<file path="src/rtl/opll_write_sequencer.sv">
// Buffers host (addr,data) register writes and replays each one onto the OPLL CPU bus
// as an address strobe then a data strobe, each followed by a phiM-timed recovery wait.
module opll_write_sequencer #(
  parameter int FIFO_DEPTH = 4,
  parameter int STROBE_LEN = 2,
  parameter int ADDR_WAIT  = 12,
  parameter int DATA_WAIT  = 84
) (
  input  logic                              clk,
  input  logic                              rst_n,
  input  logic                              phim_cen,
  input  logic                              flush,
  input  logic                              req_valid,
  input  logic [7:0]                        req_addr,
  input  logic [7:0]                        req_data,
  output logic                              req_ready,
  output logic [7:0]                        opll_din,
  output logic                              opll_a0,
  output logic                              opll_cs_n,
  output logic                              opll_wr_n,
  output logic                              busy,
  output logic [$clog2(FIFO_DEPTH+1)-1:0]   fifo_count
);

  localparam int CW   = $clog2(FIFO_DEPTH + 1);
  localparam int PW   = (FIFO_DEPTH > 1) ? $clog2(FIFO_DEPTH) : 1;
  localparam int MAXW = (ADDR_WAIT > DATA_WAIT) ? ADDR_WAIT : DATA_WAIT;
  localparam int MAXN = (MAXW > STROBE_LEN) ? MAXW : STROBE_LEN;
  localparam int TW   = (MAXN > 1) ? $clog2(MAXN) : 1;

  localparam logic [TW-1:0] STB_LD   = TW'(STROBE_LEN - 1);
  localparam logic [TW-1:0] AWAIT_LD = TW'(ADDR_WAIT - 1);
  localparam logic [TW-1:0] DWAIT_LD = TW'(DATA_WAIT - 1);
  localparam logic [CW-1:0] DEPTH_C  = CW'(FIFO_DEPTH);

  typedef enum logic [2:0] {
    S_IDLE      = 3'd0,
    S_ADDR_STB  = 3'd1,
    S_ADDR_WAIT = 3'd2,
    S_DATA_STB  = 3'd3,
    S_DATA_WAIT = 3'd4
  } state_e;

  state_e          state_q, state_d;
  logic [TW-1:0]   cnt_q, cnt_d;
  logic [PW-1:0]   wr_ptr_q, wr_ptr_d, rd_ptr_q, rd_ptr_d;
  logic [CW-1:0]   count_q, count_d;
  logic [7:0]      addr_q, addr_d, data_q, data_d;
  logic [7:0]      din_q, din_d;
  logic            a0_q, a0_d, cs_n_q, cs_n_d, wr_n_q, wr_n_d;
  logic [7:0]      mem_addr_q [FIFO_DEPTH];
  logic [7:0]      mem_data_q [FIFO_DEPTH];
  logic            push_s, pop_s, cnt_zero_s;
  logic [TW-1:0]   cnt_dec_s;

  assign req_ready  = (count_q < DEPTH_C);
  assign push_s     = req_valid & req_ready & ~flush;
  assign cnt_zero_s = (cnt_q == '0);
  assign cnt_dec_s  = phim_cen ? (cnt_q - TW'(1)) : cnt_q;

  // Sequencer: each timed state ends on the phiM tick that finds cnt at zero.
  always_comb begin
    state_d = state_q;
    cnt_d   = cnt_q;
    addr_d  = addr_q;
    data_d  = data_q;
    pop_s   = 1'b0;
    case (state_q)
      S_IDLE: begin
        if ((count_q != '0) && !flush) pop_s = 1'b1;
        else                           pop_s = 1'b0;
      end
      S_ADDR_STB: begin
        if (phim_cen && cnt_zero_s) begin state_d = S_ADDR_WAIT; cnt_d = AWAIT_LD; end
        else                        cnt_d = cnt_dec_s;
      end
      S_ADDR_WAIT: begin
        if (phim_cen && cnt_zero_s) begin state_d = S_DATA_STB; cnt_d = STB_LD; end
        else                        cnt_d = cnt_dec_s;
      end
      S_DATA_STB: begin
        if (phim_cen && cnt_zero_s) begin state_d = S_DATA_WAIT; cnt_d = DWAIT_LD; end
        else                        cnt_d = cnt_dec_s;
      end
      S_DATA_WAIT: begin
        if (phim_cen && cnt_zero_s) begin
          if ((count_q != '0) && !flush) pop_s   = 1'b1;
          else                           state_d = S_IDLE;
        end else begin
          cnt_d = cnt_dec_s;
        end
      end
      default: begin
        state_d = S_IDLE;
        cnt_d   = '0;
      end
    endcase
    if (pop_s) begin
      state_d = S_ADDR_STB;
      cnt_d   = STB_LD;
      addr_d  = mem_addr_q[rd_ptr_q];
      data_d  = mem_data_q[rd_ptr_q];
    end else begin
      addr_d  = addr_q;
      data_d  = data_q;
    end
  end

  // FIFO bookkeeping; flush wins over a same-cycle push.
  always_comb begin
    wr_ptr_d = wr_ptr_q;
    rd_ptr_d = rd_ptr_q;
    count_d  = count_q;
    if (flush) begin
      wr_ptr_d = '0;
      rd_ptr_d = '0;
      count_d  = '0;
    end else begin
      wr_ptr_d = push_s ? (wr_ptr_q + PW'(1)) : wr_ptr_q;
      rd_ptr_d = pop_s  ? (rd_ptr_q + PW'(1)) : rd_ptr_q;
      case ({push_s, pop_s})
        2'b10:   count_d = count_q + CW'(1);
        2'b01:   count_d = count_q - CW'(1);
        default: count_d = count_q;
      endcase
    end
  end

  // Bus drive follows the state being entered; din/a0 hold between strobes for margin.
  always_comb begin
    din_d  = din_q;
    a0_d   = a0_q;
    cs_n_d = 1'b1;
    wr_n_d = 1'b1;
    case (state_d)
      S_ADDR_STB: begin din_d = addr_d; a0_d = 1'b0; cs_n_d = 1'b0; wr_n_d = 1'b0; end
      S_DATA_STB: begin din_d = data_d; a0_d = 1'b1; cs_n_d = 1'b0; wr_n_d = 1'b0; end
      default:    begin din_d = din_q;  a0_d = a0_q; cs_n_d = 1'b1; wr_n_d = 1'b1; end
    endcase
  end

  // State, counters and registered bus outputs.
  always_ff @(posedge clk or negedge rst_n) begin
    if (!rst_n) begin
      state_q  <= S_IDLE;
      cnt_q    <= '0;
      wr_ptr_q <= '0;
      rd_ptr_q <= '0;
      count_q  <= '0;
      addr_q   <= 8'h00;
      data_q   <= 8'h00;
      din_q    <= 8'h00;
      a0_q     <= 1'b0;
      cs_n_q   <= 1'b1;
      wr_n_q   <= 1'b1;
    end else begin
      state_q  <= state_d;
      cnt_q    <= cnt_d;
      wr_ptr_q <= wr_ptr_d;
      rd_ptr_q <= rd_ptr_d;
      count_q  <= count_d;
      addr_q   <= addr_d;
      data_q   <= data_d;
      din_q    <= din_d;
      a0_q     <= a0_d;
      cs_n_q   <= cs_n_d;
      wr_n_q   <= wr_n_d;
    end
  end

  // Request storage.
  always_ff @(posedge clk or negedge rst_n) begin
    if (!rst_n) begin
      for (int i = 0; i < FIFO_DEPTH; i++) begin
        mem_addr_q[i] <= 8'h00;
        mem_data_q[i] <= 8'h00;
      end
    end else if (push_s) begin
      mem_addr_q[wr_ptr_q] <= req_addr;
      mem_data_q[wr_ptr_q] <= req_data;
    end
  end

  assign opll_din   = din_q;
  assign opll_a0    = a0_q;
  assign opll_cs_n  = cs_n_q;
  assign opll_wr_n  = wr_n_q;
  assign busy       = (state_q != S_IDLE) || (count_q != '0);
  assign fifo_count = count_q;

endmodule

</file>
<file path="config.mk">
export PLATFORM = sky130hd
export DESIGN_NAME = opll_write_sequencer
export DESIGN_NICKNAME = d
export VERILOG_FILES = /design/src/rtl/opll_write_sequencer.sv
export SDC_FILE = /design/constraint.sdc
export NUM_CORES = 1
export LEC_CHECK = 0
export BUFFER_PORTS_ARGS = -buffer_cell sky130_fd_sc_hd__buf_4
export CAP_MARGIN = 40
export CORE_ASPECT_RATIO = 0.9
export CORE_UTILIZATION = 60
export CTS_CLUSTER_DIAMETER = 100
export DETAILED_ROUTE_END_ITERATION = 6
export PLACE_DENSITY = 0.85
export SYNTH_ARGS = -nofsm -noshare
export SYNTH_HDL_FRONTEND = slang
export SYNTH_SLANG_ARGS = --single-unit
export TNS_END_PERCENT = 20
</file>
<file path="constraint.sdc">
create_clock -name clk -period 2.85 [get_ports clk]
set_clock_uncertainty 0.2 [all_clocks]
set_input_delay 0.57 -clock clk [delete_from_list [all_inputs] [get_ports clk]]
set_output_delay 0.57 -clock clk [all_outputs]
set_load 0.1 [all_outputs]
</file>
# [Yosys cells after proc, flatten, opt, wreduce, memory -nomap -nowiden]
# Index checks and enable logic that the tools add are counted.
[totals] register_bits=107 out_inout_bits=16 input_bits=21
[classes] mux=38 bitwise_logic=5 n_eq_ne=10 magnitude_cmp=4 reduce_logical=15 add_sub_neg=5
[op_table] op="$bwmux 32" count=2
[op_table] op="$mux 8" count=7
[op_table] op="$mux 7" count=6
[op_table] op="$pmux 7 s5" count=1
[op_table] op="$bmux 8 s2" count=2
[op_table] op="$mux 3" count=7
[op_table] op="$demux 8 s2" count=1
[op_table] op="$pmux 8 s2" count=1
[op_table] op="$pmux 3 s5" count=1
[op_table] op="$eq 3x2->1 const B" count=3
[op_table] op="$reduce_bool 3->1" count=3
[op_table] op="$mux 2" count=4
[op_table] op="$logic_not 7->1" count=1
[op_table] op="$sub 7x1->7 const B" count=1
[op_table] op="$eq 3x1->1 const B" count=2
[op_table] op="$ge 3x3->1 const B" count=2
[op_table] op="$not 2->3" count=2
[op_table] op="$pmux 3 s2" count=1
[op_table] op="$reduce_bool 2->1" count=3
[op_table] op="$add 2x1->2 const B" count=2
[op_table] op="$pmux 1 s2" count=2
[op_table] op="$add 3x1->3 const B" count=1
[op_table] op="$eq 3x3->1 const B" count=1
[op_table] op="$logic_and 1x1->1" count=3
[op_table] op="other kinds (15)" count=18

# [Longest topological paths before layout]
# Gate-level depths: netlist of the first run.
[logic_depth] depth_word=9 ltp_mapped=8 mapped_depth_nobuf=8

# [Worst setup path after synthesis of the first run]
# No wires, ideal clock.
[synth_timing] path_type="register -> register" start="register count_q[2], in the netlist fifo_count[2]" end="register count_q[1], in the netlist fifo_count[1]" arrival_time_ps=2591 path_stages_with_launch=7 required_ps=2515 path_slack_ps=-76 cell_sequence="dfrtp_1 -> nor3_1 -> nor3_2 -> nor3b_1 -> fa_1 -> o21ai_0 -> a21oi_1"
[synth_between] elab_chain_len=8
[synth_lines] item="from (decl)" line_no="47" rtl="logic [CW-1:0] count_q, count_d;"
[synth_lines] item="from (signal assigned)" line_no="161" rtl="count_q <= count_d;"
[synth_lines] item="$reduce_bool 3->1" line_no="70, 87"
[synth_lines] item="$logic_and 1x1->1" line_no="70, 87"
[synth_lines] item="$mux 1" line_no="70, 87"
[synth_lines] item="$mux 1" line_no="86" rtl="if (phim_cen && cnt_zero_s) begin"
[synth_lines] item="$pmux 1 s2" line_no="68" rtl="case (state_q)"
[synth_lines] item="$eq 2x1->1 or $eq 2x2->1 (tied branches)" line_no="121" rtl="case ({push_s, pop_s})"
[synth_lines] item="$pmux 3 s2" line_no="121"
[synth_lines] item="$mux 3" line_no="114" rtl="if (flush) begin"
# Parallel ways exist; a longest one is shown, timed or not.
# A chain may end at the register's enable or synchronous reset.

# [Worst setup path in the final report of the first run]
[layout_timing] start="register cnt_q[0]" end="register count_q[2], in the netlist fifo_count[2]"
[layout_between] elab_chain_len=7
[layout_lines] item="from (decl)" line_no="45" rtl="logic [TW-1:0] cnt_q, cnt_d;"
[layout_lines] item="from (signal assigned)" line_no="158" rtl="cnt_q <= cnt_d;"
[layout_lines] item="$logic_not 7->1 *" line_no="58" rtl="assign cnt_zero_s = (cnt_q == '0);"
[layout_lines] item="$logic_and 1x1->1 *" line_no="86"
[layout_lines] item="$mux 1 *" line_no="86"
[layout_lines] item="$pmux 1 s2 *" line_no="68"
[layout_lines] item="$eq 2x1->1 or $eq 2x2->1 (tied branches)" line_no="121"
[layout_lines] item="$pmux 3 s2" line_no="121"
[layout_lines] item="$mux 3" line_no="114"
# Mark *: on every way between the ends. The rest lies on a longest branch, timed or not.

==> results of run 1 <==
[per-layer routing]
layer	part of all wire, %	wire length (um)	vias to the layer above	GRT usage [%]
met3	4.0	397	16	5.77
met5	0	0	-	0
met1	44	4400	1611	33.5
met4	1.6	159	0	8.68
li1	-	-	1402	-
met2	50	5020	80	43.2
[worst register-to-register path, cell delays in order (launching register included)]
cell     delay (ns)
dfrtp_1        0.40
inv_1          0.09
ha_1           0.24
and3b_1        0.22
a21oi_1        0.23
nor3b_1        0.12
fa_1           0.38
or4_1          0.52
a31oi_1        0.18
[repair_timing]
item                       4_1_cts  5_1_grt
setup endpoints to repair        0        0
setup buffers                    0        0
hold buffers                     1        0
hold endpoints to repair        26        0
[synth_stat cells, types with 4 or more instances]
master / n / share of area [%]
and3_1: 4 / 0.50
mux4_2: 16 / 7.3
clkbuf_1: 13 / 0.98
o221a_1: 8 / 1.8
a21oi_1: 7 / 0.71
o21ai_0: 15 / 1.5
dfrtp_1: 106 / 53
nor3_1: 5 / 0.50
mux2_2: 80 / 18
ha_1: 5 / 1.3
nand2_1: 14 / 1.1
inv_1: 9 / 0.68
nand2b_1: 9 / 1.1
xnor2_1: 4 / 0.71
nor2_1: 12 / 0.91
[state kept, by name (all words and copies together), names as in the netlist]
| name | count |
|---|---|
| mem_addr_q | 32 |
| mem_data_q | 32 |
| addr_q | 8 |
| data_q | 8 |
| opll_din | 8 |
| cnt_q | 7 |
| fifo_count | 3 |
| state_q | 3 |
| rd_ptr_q | 2 |
| wr_ptr_q | 2 |
| opll_a0 | 1 |
| opll_wr_n | 1 |
[worst min-delay path by stage]
stage	from	endpoint	slack [ns]	cells after the start
6_report	req_addr[6]	mem_addr_q[30]	0.25	2
5_1_grt	req_addr[6]	mem_addr_q[6]	0.24	2
4_1_cts	req_addr[3]	mem_addr_q[11]	0.24	2
3_5_place_dp	mem_data_q[10]	mem_data_q[10]	0.29	1
3_3_place_gp	mem_addr_q[9]	mem_addr_q[9]	0.28	1
2_1_floorplan	rst_n	addr_q[0]	0.07	0
[power by group through the flow]
stage	Clock (mW)	Sequential, mW	Combinational [mW]
4_1_cts	1.01	2.54	2.68
3_3_place_gp	0	2.51	2.59
5_1_grt	1.07	2.62	2.84
6_report	0.992	2.54	2.67
2_1_floorplan	0	3.01	1.55
3_5_place_dp	0	2.56	2.67
[cell families after synthesis]
family / Yosys count / synth area share [%]
fa+ha+maj: 7 / 1.87
simple gates: 65 / 7.59
buf+inv: 30 / 2.72
compound gates: 48 / 6.86
flops: 107 / 54.0
mux: 97 / 25.7
xor+xnor: 7 / 1.24
[cell type report]
class	count	share of cell area, %
clock buffer	12	2.94
clock inverter	4	1.00
multi-input combinational	224	38.4
timing repair buffer	52	7.21
inverter	9	0.601
sequential	107	47.7
tap	99	2.20
==> reports/metrics.csv, run 1 <==
stage,metric,value,unit
pwr,pwr-share-seq,40.9,%
flow_run,maxCapViolCount,0,
timing,setup_slack,0.187,ns
critical_path,path_class,register to register,
critical_path,critPathTopFamily,simple AND/OR/NAND/NOR gates,
placement,placed_area,5390,um^2
synth,synth_seq_cells,107,
clock_network,cts_buffer_depth,2,
pwr,powerDensity,1100,nW/um^2
run_status,status,finished with violations,
timing,finalHoldViolations,0,
synth,synth_warnings,0,
timing,max_slew.worst_pin.slew,0.613,ns
final_layout,utilization,70.0,%
timing,finalSetupViolCount,0,
route,first_pass_iters,6,
critical_path,crit_required,2.94,ns
timing,maxSlewHeadroom,58.6,%
pwr,comb_power_share,43.1,%
critical_path,critical_path.max_stage_delay,0.52,ns
synth,syn_avg_cell_area,13.7,um^2
synth,syn_area,4960,um^2
timing,maxSlewViolCount,0,
placement,port_buffers,36,
final_layout,layout.nets,430,
placement,dp_hpwl,6810,um
final_layout,fin_area,5620,um^2
timing,min_period_over_period,93.4,%
route,vias_per_cell,6.13,
pwr,p_sw,2.44,mW
clock_network,cts-buffers-inserted,9,
synth,ys_seq_area_share,54.0,%
global_routing,antenna_found_initial,0,
critical_path,crit_slowest_cell,or4_1,
floorplanning,die_h,88.3,um
final_layout,drive_gt1_share,43.1,%
pwr,power_frac_clock,16.0,%
critical_path,cp-end-kind,register,
critical_path,worstSetupStartpoint,cnt_q[0],
pwr,total_power,6.21,mW
route,vias,3109,
clock_network,cts_resized,0,
critical_path,r2r-start,cnt_q[0],
final_layout,most-common-layout-cells,"dfrtp_1 (105), mux2_2 (80), buf_4 (50)",
pwr,internal-power,3.77,mW
clock_network,cts.sinks,107,
route,drt_iter0_drc,227,
clock_network,cts_tree,yes,
floorplanning,initial_core_util,61.8,%
hold_path,hold_path.class,input port to register,
pwr,p_leak,2.48,nW
timing,rsz0062_at_grt,false,
placement,gp_congestion,0.894,
final_layout,layout_commonest_cell,dfrtp_1,
synth,syn-num-nets,388,
route,drtAntennaViolNets,0,
clock_network,cts-root-buf,clkbuf_8,
final_layout,insertedDiodeCount,0,
final_layout,final_cell_count_no_fill,507,
synth,synthFlopType,dfrtp_1,
floorplanning,num_io_pins,37,
route,drc,6,
floorplanning,coreArea,8030,um^2
synth,synth_edf_count,0,
critical_path,cp_num_cells,8,
clock_network,clk-insertion-delay-late,0.37,ns
critical_path,path_cells,"inv_1, ha_1, and3b_1, a21oi_1, nor3b_1, fa_1, or4_1, a31oi_1",
clock_network,cts-htree-levels,3,
critical_path,crit_fanout,4,
final_layout,seq_area,2680,um^2
timing,whs,0.254,ns
global_routing,grt_max_degree,57,
run_status,violations,design-rule violations,
route,drt_wl_total,9970,um
critical_path,critical_path.endpoint,fifo_count[2],
final_layout,area_delta_synth_final,13.3,%
clock_network,clk_pin_slew,0.10,ns
critical_path,cp.arrival,2.75,ns
synth,synthDistinctLibCells,55,
global_routing,grt-ovfl-total,0,
final_layout,fillers,527,
floorplanning,placementRows,31,
timing,fin_crit,2.66,ns
synth,async_reset_ff_share,100,%
pwr,power_switching_share,39.3,%
timing,setup_tns,0,ns
pwr,peakVddDrop,0.627,mV
placement,place_worst_setup_slack,0.211,ns
global_routing,grt_pass1_wl,16600,um
final_layout,multi_input_area,2160,um^2
floorplanning,die_width,97.9,um
global_routing,grt_pass1_vias,3215,
critical_path,r2r_cells,8,
critical_path,start_kind,register,
route,routedWlPerCell,19.7,um
critical_path,r2r_end,fifo_count[2],
critical_path,path_buf_inv,1,
floorplanning,die_area,8640,um^2
global_routing,grt_usage,25.6,%
critical_path,r2r_slack,0.19,ns
synth,syn_inst,361,
placement,dpl.cell_count,490,
timing,fmax,0.376,GHz
Power figures use the tool's default switching activity.
==> run 2: changes to the inputs <==
Settings changed: GPL_TIMING_DRIVEN set to 0, PLACE_DENSITY 0.85 to 0.8.
==> reports/metrics.csv, run 2 (synthesized netlist as in run 1, its figures left out) <==
stage,metric,value,unit,change
pwr,powerDensity,1090,nW/um^2,was 1100 nW/um^2
final_layout,most-common-layout-cells,"dfrtp_1 (105), mux2_2 (80), buf_4 (38)",,"was dfrtp_1 (105), mux2_2 (80), buf_4 (50)"
route,vias,3094,,was 3109
critical_path,start_kind,register,,unchanged
final_layout,layout_commonest_cell,dfrtp_1,,unchanged
critical_path,crit_required,2.91,ns,was 2.94 ns
placement,gp_congestion,0.845,,was 0.894
final_layout,fillers,554,,was 527
pwr,peakVddDrop,0.445,mV,was 0.627 mV
placement,place_worst_setup_slack,-0.137,ns,was 0.211 ns
floorplanning,placementRows,31,,unchanged
clock_network,cts-root-buf,clkbuf_8,,unchanged
run_status,violations,"design-rule violations, negative hold slack",,was design-rule violations
route,drtAntennaViolNets,0,,unchanged
clock_network,clk-insertion-delay-late,0.38,ns,was 0.37 ns
final_layout,utilization,69.9,%,was 70.0%
timing,setup_slack,0.0998,ns,was 0.187 ns
global_routing,grt_pass1_wl,15800,um,was 16600 um
route,drt_iter0_drc,129,,was 227
timing,maxSlewHeadroom,50.5,%,was 58.6%
critical_path,cp-end-kind,register,,unchanged
timing,max_slew.worst_pin.slew,0.743,ns,was 0.613 ns
global_routing,grt_max_degree,63,,was 57
timing,fmax,0.364,GHz,was 0.376 GHz
route,drc,6,,unchanged
route,routedWlPerCell,18.6,um,was 19.7 um
final_layout,insertedDiodeCount,0,,unchanged
placement,port_buffers,35,,was 36
timing,rsz0062_at_grt,false,,unchanged
floorplanning,die_width,97.9,um,unchanged
flow_run,maxCapViolCount,0,,unchanged
clock_network,cts-htree-levels,3,,unchanged
pwr,total_power,6.15,mW,was 6.21 mW
floorplanning,num_io_pins,37,,unchanged
global_routing,grt-ovfl-total,0,,unchanged
timing,whs,-0.00809,ns,was 0.254 ns
hold_path,hold_path.class,input port to asynchronous set/reset pin,,was input port to register
route,vias_per_cell,6.04,,was 6.13
floorplanning,die_h,88.3,um,unchanged
global_routing,grt_pass1_vias,3168,,was 3215
final_layout,drive_gt1_share,42.4,%,was 43.1%
clock_network,cts_tree,yes,,unchanged
timing,fin_crit,2.75,ns,was 2.66 ns
final_layout,multi_input_area,2170,um^2,was 2160 um^2
final_layout,seq_area,2680,um^2,unchanged
route,first_pass_iters,6,,unchanged
clock_network,cts-buffers-inserted,9,,unchanged
global_routing,antenna_found_initial,0,,unchanged
final_layout,layout.nets,436,,was 430
floorplanning,coreArea,8030,um^2,unchanged
clock_network,clk_pin_slew,0.11,ns,was 0.10 ns
timing,min_period_over_period,96.5,%,was 93.4%
floorplanning,die_area,8640,um^2,unchanged
run_status,status,finished with violations,,unchanged
timing,finalSetupViolCount,0,,unchanged
final_layout,area_delta_synth_final,13.2,%,was 13.3%
floorplanning,initial_core_util,61.8,%,unchanged
clock_network,hold_buffers,0,,was 1
placement,dp_hpwl,6560,um,was 6810 um
final_layout,reg.largest.list,"mem_addr_q: 32 flops, mem_data_q: 32 flops",,unchanged
critical_path,path_class,register to register,,unchanged
critical_path,cp.arrival,2.81,ns,was 2.75 ns
clock_network,cts.sinks,107,,unchanged
timing,finalHoldViolations,6,,was 0
timing,maxSlewViolCount,0,,unchanged
route,drt_wl_total,9510,um,was 9970 um
critical_path,crit_fanout,8,,was 4
global_routing,grt_usage,24.3,%,was 25.6%
clock_network,cts_buffer_depth,2,,unchanged
pwr,p_leak,2.46,nW,was 2.48 nW
## run 2: changes by cell type in the layout (fill, tap and decap cells not counted), sizes merged
cell / previous run / this run
buf: 51 / 43
clkbuf: 12 / 24
clkinvlp: 0 / 1
dlygate4sd3: 1 / 0
inv: 10 / 11
## run 2: layer usage
metal	vias up	share of wire (%)	track usage [%]
met5	-	0	0
met4	0	1.5	8.95
met3	14	3.4	5.13
met2	63	50	41.4
met1	1604	45	31.5
li1	1413	-	-
## run 2: area by class of cell
cell class	count	share of cell area [%]
Clock buffer	9	2.21
Tap cell	99	2.21
Timing Repair Buffer	38	5.44
Inverter	9	0.602
Multi-Input combinational cell	224	38.7
Clock inverter	6	1.34
Buffer	20	1.83
Sequential cell	107	47.7
## run 2: stage by stage
| step | cells | cell area, um^2 | TNS (ns) |
|---|---|---|---|
| 6_report | 512 | 5620 | 0 |
| 5_1_grt | 512 | 5620 | 0 |
| 4_1_cts | 511 | 5590 | 0 |
| 3_5_place_dp | 496 | 5380 | -4.61 |
| 3_3_place_gp | 495 | 5350 | -3.16 |
| 2_1_floorplan | 361 | 4970 | 0 |
## run 2: path summary, 6_finish.rpt
kind | cells past startpoint | slack (ns) | startpoint | to
worst max-delay path | 8 | 0.1 | cnt_q[0] | opll_din[5]
worst min-delay path | 1 | -0.008 | rst_n | fifo_count[0]
worst max register to register | 8 | 0.1 | cnt_q[0] | opll_din[5]
worst min register to register | 2 | 0.29 | opll_a0 | opll_a0
max in group asynchronous | 2 | 1.69 | rst_n | opll_wr_n
min in group clk | 2 | 0.25 | req_addr[3] | mem_addr_q[27]
## run 2: power breakdown
| group | switching, mW | leakage [nW] | total [mW] | internal, mW |
|---|---|---|---|---|
| registers | 0.370 | 1.33 | 2.53 | 2.16 |
| logic | 1.54 | 1.03 | 2.68 | 1.13 |
| clock network | 0.532 | 0.0978 | 0.946 | 0.414 |
## run 2: timing repair
item,CTS,global route
pin swaps,0,2
setup buffers,0,2
resized for setup,1,9
setup endpoints to repair,8,29
## run 2: worst max-delay path, stage by stage, from the launching register on
cell	delay, ns
dfrtp_1	0.42
inv_1	0.11
ha_2	0.21
nand3b_1	0.19
or4b_4	0.57
mux2_4	0.33
or2_1	0.24
buf_6	0.14
o221a_1	0.23
==> run 3: changes to the inputs <==
Settings changed: CORE_UTILIZATION 60 to 50, PLACE_DENSITY 0.8 to 0.68.
==> reports/metrics.csv, run 3 (synthesized netlist as in run 1, its figures left out) <==
stage,metric,value,unit,change
critical_path,crit_fanout,8,,unchanged
placement,placed_area,5420,um^2,was 5380 um^2
clock_network,clk-insertion-delay-late,0.36,ns,was 0.38 ns
final_layout,reg.largest.list,"mem_addr_q: 32 flops, mem_data_q: 32 flops",,unchanged
placement,gp_congestion,0.819,,was 0.845
route,first_pass_iters,4,,was 6
route,drt_iter0_drc,137,,was 129
timing,maxSlewViolCount,0,,unchanged
timing,max_slew.worst_pin.slew,0.726,ns,was 0.743 ns
final_layout,fillers,817,,was 554
run_status,status,"finished, final reports clean",,was finished with violations
route,routedWlPerCell,17.6,um,was 18.6 um
timing,fin_crit,2.75,ns,about the same
global_routing,grt_pass1_vias,3065,,was 3168
hold_path,hold_path.class,input port to asynchronous set/reset pin,,unchanged
critical_path,cp.arrival,2.80,ns,was 2.81 ns
route,drt_wl_total,9530,um,was 9510 um
global_routing,grt_usage,20.5,%,was 24.3%
critical_path,r2r-start,cnt_q[0],,unchanged
final_layout,layout_commonest_cell,dfrtp_1,,unchanged
floorplanning,die_width,107,um,was 97.9 um
timing,fmax,0.364,GHz,about the same
global_routing,grt_pass1_wl,15900,um,was 15800 um
final_layout,most-common-layout-cells,"dfrtp_1 (105), mux2_2 (80), buf_4 (38)",,unchanged
timing,finalHoldViolations,0,,was 6
floorplanning,placementRows,34,,was 31
final_layout,area_delta_synth_final,13.6,%,was 13.2%
route,vias,3013,,was 3094
critical_path,crit_required,2.90,ns,was 2.91 ns
global_routing,grt-ovfl-total,0,,unchanged
clock_network,cts.sinks,107,,unchanged
critical_path,start_kind,register,,unchanged
floorplanning,coreArea,9660,um^2,was 8030 um^2
floorplanning,num_io_pins,37,,unchanged
final_layout,drive_gt1_share,42.7,%,was 42.4%
critical_path,worstSetupStartpoint,cnt_q[0],,unchanged
pwr,peakVddDrop,0.702,mV,was 0.445 mV
flow_run,maxCapViolCount,0,,unchanged
final_layout,utilization,58.4,%,was 69.9%
final_layout,fin_area,5640,um^2,was 5620 um^2
timing,maxSlewHeadroom,51.6,%,was 50.5%
floorplanning,die_area,10300,um^2,was 8640 um^2
floorplanning,die_h,96.5,um,was 88.3 um
placement,port_buffers,35,,unchanged
clock_network,cts-htree-levels,3,,unchanged
final_layout,insertedDiodeCount,0,,unchanged
clock_network,cts-root-buf,clkbuf_8,,unchanged
critical_path,cp-end-kind,register,,unchanged
clock_network,cts_tree,yes,,unchanged
placement,dp_hpwl,6610,um,was 6560 um
route,drtAntennaViolNets,0,,unchanged
pwr,powerDensity,1070,nW/um^2,was 1090 nW/um^2
pwr,total_power,6.04,mW,was 6.15 mW
placement,dpl.cell_count,523,,was 496
route,drc,0,,was 6
global_routing,antenna_found_initial,0,,unchanged
global_routing,grt_max_degree,63,,unchanged
floorplanning,initial_core_util,51.4,%,was 61.8%
clock_network,hold_buffers,0,,unchanged
final_layout,final_cell_count_no_fill,541,,was 512
final_layout,layout.nets,437,,was 436
route,vias_per_cell,5.57,,was 6.04
pwr,p_leak,2.46,nW,about the same
critical_path,path_class,register to register,,unchanged
timing,min_period_over_period,96.4,%,was 96.5%
timing,finalSetupViolCount,0,,unchanged
clock_network,clk_pin_slew,0.10,ns,was 0.11 ns
clock_network,cts-buffers-inserted,9,,unchanged
clock_network,cts_buffer_depth,2,,unchanged
-- run 3: cell types whose count changed in the layout (fill, tap and decap cells not counted), sizes merged --
cell / delta
bufinv: -1
clkbuf: +1
clkinv: +2
-- run 3: layer usage --
metal,vias up,GRT usage (%),wire length (um)
li1,1412,-,-
met1,1542,27.6,4360
met2,51,34.6,4720
met4,0,4.45,91
met5,-,0,0
met3,8,4.49,356
-- run 3: area by class of cell --
cell class / instances / area [um^2] / share of cell area [%]
buffer: 21 / 109 / 1.93
clock buffer: 9 / 124 / 2.20
clock inverter: 7 / 62.6 / 1.11
inverter: 9 / 33.8 / 0.599
multi-input combinational: 224 / 2170 / 38.4
sequential: 107 / 2680 / 47.5
tap: 126 / 158 / 2.80
timing repair buffer: 38 / 305 / 5.42
-- run 3: worst max-delay path, cell delays in order, from the launching register on --
cell and delay, ns:
dfrtp_1 0.42, inv_1 0.12, ha_2 0.21, nand3b_1 0.18, or4b_4 0.57, mux2_4 0.33, or2_1 0.24, buf_6 0.14
o221a_1 0.23
-- run 3: final timing paths --
path,to,slack (ns),cells past startpoint
worst max-delay path,opll_din[0],0.10,8
worst min-delay path,wr_ptr_q[0],0.01,1
worst max register to register,opll_din[0],0.10,8
worst min register to register,data_q[0],0.30,1
max in group asynchronous,opll_wr_n,1.68,2
min in group clk,mem_addr_q[4],0.25,2
-- run 3: metrics by stage --
stage / worst slack, ns / setup TNS, ns / hold slack [ns]
2_1_floorplan: 0.0332 / 0 / 0.0744
3_3_place_gp: -0.151 / -5.85 / 0.280
3_5_place_dp: -0.189 / -6.22 / 0.283
4_1_cts: 0.0247 / 0 / 0.0248
5_1_grt: -0.0121 / -0.0203 / 0.0505
6_report: 0.104 / 0 / 0.00987
-- run 3: power breakdown --
| part | leakage [nW] | switching, mW | internal, mW | total [mW] |
|---|---|---|---|---|
| Clock | 0.0943 | 0.534 | 0.333 | 0.867 |
| Sequential | 1.33 | 0.359 | 2.16 | 2.52 |
| Combinational | 1.04 | 1.52 | 1.13 | 2.66 |
| Total | 2.46 | 2.42 | 3.62 | 6.04 |
-- run 3: what timing repair did --
action	CTS	global route
endpoints found under the setup margin	8	52
setup buffers	0	2
gates resized for setup	2	10
pin swaps	0	2
